## config.mk

```make
export PLATFORM = sky130hd
export DESIGN_NAME = rr_arb_idx
export DESIGN_NICKNAME = d
export VERILOG_FILES = /design/src/rtl/arb_pkg.sv /design/src/rtl/decoder_param_en.sv /design/src/rtl/rr_arb_idx.sv
export SDC_FILE = /design/constraint.sdc
export NUM_CORES = 1
export LEC_CHECK = 0
export ABC_AREA = 1
export CAP_MARGIN = 20
export CORE_AREA = 8 8 45 47
export DETAILED_ROUTE_END_ITERATION = 8
export DIE_AREA = 0 0 53 55
export PLACE_DENSITY_LB_ADDON = 0.2
export SETUP_SLACK_MARGIN = 0.05
export SYNTH_ARGS = -nofsm -noshare
export SYNTH_HDL_FRONTEND = slang
export SYNTH_SLANG_ARGS = --single-unit
```

## constraint.sdc

```tcl
create_clock -name clk -period 1.95 [get_ports clk]
set_input_delay 0.195 -clock clk [delete_from_list [all_inputs] [get_ports clk]]
set_output_delay 0.195 -clock clk [all_outputs]
set_load 0.005 [all_outputs]
```

## src/rtl/arb_pkg.sv

```systemverilog
// Shared FSM encoding for the round-robin arbiter family.
package arb_pkg;

  typedef enum logic {
    IDLE  = 1'b0,
    GRANT = 1'b1
  } state_t;

endpackage

```

## src/rtl/decoder_param_en.sv

```systemverilog
// Binary-to-one-hot decoder with enable; output is all-zero when en=0.
module decoder_param_en #(
  parameter int BITS = 2,
  parameter int SIZE = 4
) (
  input  logic [BITS-1:0] in,
  input  logic            en,
  output logic [SIZE-1:0] out
);

  always_comb begin
    out = '0;
    for (int i = 0; i < SIZE; i++) begin
      out[i] = en && (in == BITS'(i));
    end
  end

endmodule

```

## src/rtl/rr_arb_idx.sv

```systemverilog
// Round-robin arbiter with registered binary grant index and one-hot decode.
// Optional hold-timeout forced release under macro RR_ARB_TIMEOUT_EN.
module rr_arb_idx
  import arb_pkg::*;
#(
  parameter int BITS    = 2,
  parameter int SIZE    = 4,
  parameter int TIMEOUT = 15
) (
  input  logic            clk,
  input  logic            rst,
  input  logic [SIZE-1:0] req,
  input  logic            done,
  output logic [BITS-1:0] grant_idx,
  output logic            grant_vld,
  output logic [SIZE-1:0] grant_oh,
  output logic            timeout
);

  // An illegal parameter set keeps the arbiter permanently idle.
  localparam bit CFG_OK = (SIZE >= 2) && (SIZE <= (1 << BITS)) && (TIMEOUT >= 1);

  state_t            state;
  logic [BITS-1:0]   ptr;
  logic [BITS-1:0]   pick;
  logic [BITS-1:0]   nxt;
  logic [BITS-1:0]   off;
  logic [BITS:0]     sum;
  logic [2*SIZE-1:0] dbl;
  logic [SIZE-1:0]   rot;
  logic              any;
  logic              own_req;
  logic              rel_norm;
  logic              rel_force;

  // Rotate requests so bit 0 is the requester at ptr, then take the lowest set bit.
  always_comb begin
    dbl = {req, req} >> ptr;
    rot = dbl[SIZE-1:0];
    off = '0;
    for (int i = SIZE - 1; i >= 0; i--) begin
      if (rot[i]) off = BITS'(i);
    end
    sum = {1'b0, ptr} + {1'b0, off};
    if (sum >= (BITS+1)'(SIZE)) sum = sum - (BITS+1)'(SIZE);
    pick = sum[BITS-1:0];
    any  = CFG_OK && (|req);
  end

  always_comb begin
    nxt = (grant_idx == BITS'(SIZE - 1)) ? '0 : grant_idx + 1'b1;
  end

  assign own_req  = |(req & grant_oh);
  assign rel_norm = done | ~own_req;

`ifdef RR_ARB_TIMEOUT_EN
  localparam int CNT_W = $clog2(TIMEOUT + 1);

  logic [CNT_W-1:0] cnt;
  logic             to_r;

  assign rel_force = (cnt == CNT_W'(TIMEOUT - 1)) & ~rel_norm;
  assign timeout   = to_r;
`else
  assign rel_force = 1'b0;
  assign timeout   = 1'b0;
`endif

  always_ff @(posedge clk) begin
    if (rst) begin
      state     <= IDLE;
      ptr       <= '0;
      grant_idx <= '0;
      grant_vld <= 1'b0;
`ifdef RR_ARB_TIMEOUT_EN
      cnt       <= '0;
      to_r      <= 1'b0;
`endif
    end else begin
`ifdef RR_ARB_TIMEOUT_EN
      to_r <= 1'b0;
`endif
      case (state)
        IDLE: begin
          if (any) begin
            state     <= GRANT;
            grant_idx <= pick;
            grant_vld <= 1'b1;
`ifdef RR_ARB_TIMEOUT_EN
            cnt       <= '0;
`endif
          end
        end
        GRANT: begin
`ifdef RR_ARB_TIMEOUT_EN
          cnt <= cnt + 1'b1;
`endif
          if (rel_norm | rel_force) begin
            state     <= IDLE;
            grant_vld <= 1'b0;
            ptr       <= nxt;
`ifdef RR_ARB_TIMEOUT_EN
            to_r      <= rel_force;
`endif
          end
        end
        default: state <= IDLE;
      endcase
    end
  end

  decoder_param_en #(
    .BITS (BITS),
    .SIZE (SIZE)
  ) u_dec (
    .in  (grant_idx),
    .en  (grant_vld),
    .out (grant_oh)
  );

endmodule

```

==> metrics <==
sequential area share after synthesis=22.6%; CP endpoint=grant_oh[3]; Post-Synthesis Cells=86; Clk pin slew, worst setup/hold paths=about 50 ps; first-pass GRT wire length=~2000 um; crit path launch type=register; GRT Overall Usage=9.19%; Final Critical Period=1740 ps; Data arrival, critical path=around 1500 ps; WS Path Type=reg -> out; Multi-input gate area=between 300 and 400 um^2; fillcell total=~150; ant diodes=0; area grow syn2layout=30.0%; Unique masters post-synth=19; first-pass detailed-route iteration total=4; starting DRC count in detailed routing=7; Synth Net Count=98; starting density of the core=between 30% and 40%; clock root buffer=clkbuf_4; DR WL/cell=between 10 and 15 um; Critical Path Fanout Max=6; vias in the first global route=just over 500; pwr dens=703 mW/mm^2; Setup TNS Final=0 ps; Fin. Hold Viols=0; CP startpoint=grant_idx[0]; Routed WL=1230 um; Placer Congestion=0.736; RSZ-0062 raised after global routing=no; pin count of the biggest net entering global routing=10; R2R Path Start=ptr[0]; full die area=0.00292 mm^2; Final Max Slew Viols=0; fmax=575 MHz; commonest non-fill, non-tap cell in the layout=nand2_1; Tot Pwr=just under 500 uW; Clock Sinks=6; Top Family by Delay on Critical Path=buffers and inverters; WP buf/inv=2; storage element area=121 um^2; CP max stage cell=clkdlybuf4s50_1; Stages on worst setup path=4; chip width=53 um; vias per cell=4.91; CP Capture Type=primary output; Clock Skews=3.52 ps; worst hold path type=reg -> reg; Buffers on Ports=13; Hold WS=556 ps; CTS tree=built; core footprint=0.00138 mm^2; Peak VDD IR=0.000332 V; Avg Inst Size Synth=6.17 um^2; most frequent cells in the layout=22 x nand2_1, 13 x nand3_1, 13 x clkdlybuf4s50_1; final net count=approximately 110; Lkg Pwr=0.000365 uW; CTS Buf Count=3; initial antenna violation count=0; Setup Viol. Count Final=0; # DRC=0; worst skew pair latency=240 ps; period utilization=89.1%; CTS max path bufs=2; boundary pin count=15; Worst R2R Path Depth=11; critical path cell sequence=ha_1 -> nand2_1 -> inv_1 -> clkdlybuf4s50_1; hpwl dp=1010 um; R2R Setup Slk=340 ps; # rows=14; H-Tree Level Count=1; Cell Area, Synth=531 um^2; outcome=finished clean; DRT antenna net count=0; die height=55 um; Yosys reg bits=6; share of cells above drive strength 1=between 10 and 15%; Synth Warn #=0; vias=569; worst flop-to-flop path endpoint=grant_idx[1]; GR Overflow Total=0; Max-Cap Viols=0; WP data required=1750 ps; peak per-stage delay on the critical path=500 ps
==> final cells by class <==
cell class | count | share of cell area [%]
multi-input cells | 64 | 49.5
repair buffers | 13 | 18.9
well taps | 16 | 2.90
clock buffers | 3 | 3.27
flip-flops and latches | 6 | 17.6
inverters | 14 | 7.80
==> how the worst min path moves through the flow <==
| stage | from | endpoint | slack, ps | depth (start not counted) |
|---|---|---|---|---|
| after global placement | state | state | 560 | 2 |
| after detailed placement | state | state | 560 | 2 |
| after global routing | ptr[0] | ptr[0] | 590 | 2 |
| after floorplan | rst | grant_idx[0] | 400 | 3 |
| final | ptr[0] | ptr[0] | 560 | 2 |
| after CTS | state | state | 570 | 2 |
==> synthesized netlist by cell type (all sizes together) <==
| master | n | area, um^2 |
|---|---|---|
| dfxtp | 6 | 120 |
| a21boi | 1 | 7.51 |
| inv | 13 | 48.8 |
| xor2 | 1 | 8.76 |
| o21bai | 1 | 7.51 |
| conb | 1 | 3.75 |
| ha | 5 | 62.6 |
| nand2 | 26 | 108 |
| buf | 2 | 15.0 |
| a21oi | 4 | 23.8 |
| clkinv | 1 | 5.00 |
| nand3 | 13 | 65.1 |
| o21ai | 6 | 30.0 |
| nor2 | 6 | 25.0 |
==> tightest hold or removal path, stage by stage, from the launching register on <==
cell and delay [ps]:
dfxtp_2 350, inv_2 100, a21oi_1 70
==> logic make-up after synthesis <==
logic type | count (synthesis) | synth area share [%]
compound gates | 12 | 13.0
other cells | 1 | 0.707
buf+inv | 16 | 13.0
xor+xnor | 1 | 1.65
flops | 6 | 22.6
simple gates | 45 | 37.3
fa+ha+maj | 5 | 11.8
==> where the power goes <==
part | total, uW | internal (uW) | switching (uW)
combinational | 199 | 94.3 | 105
clock | 115 | 69.7 | 45.6
sequential | 170 | 141 | 28.5
total | 485 | 305 | 179
==> state kept, by name, summed over array words and instances (netlist names) <==
signal and count:
state 1, grant_vld 1, ptr 2, grant_idx 2
==> timing repair <==
action | in CTS | in global routing
setup buffers | 0 | 0
gates resized for setup | 0 | 1
setup endpoints to repair | 0 | 1
hold buffers | 0 | 0
==> stage by stage <==
| stage | setup WS (ps) | cells | utilization (%) | instance area [um^2] |
|---|---|---|---|---|
| floorplan | 435 | 86 | - | 531 |
| finish | 212 | 116 | 49.8 | 689 |
| global placement | 83.3 | 113 | 48.1 | 666 |
| global route | 96.7 | 116 | 49.8 | 689 |
| detailed placement | 67.7 | 113 | 48.1 | 666 |
| CTS | 202 | 116 | 49.7 | 688 |
==> per-layer routing <==
layer | wire length [um] | share of wire [%] | global-route usage [%]
met1 | 622 | 50 | 11.4
met2 | 530 | 43 | 13.9
met3 | 81 | 6.6 | 3.48
met4 | 0 | 0 | 3.88
met5 | 0 | 0 | 0
Power figures use the tool's default switching activity.
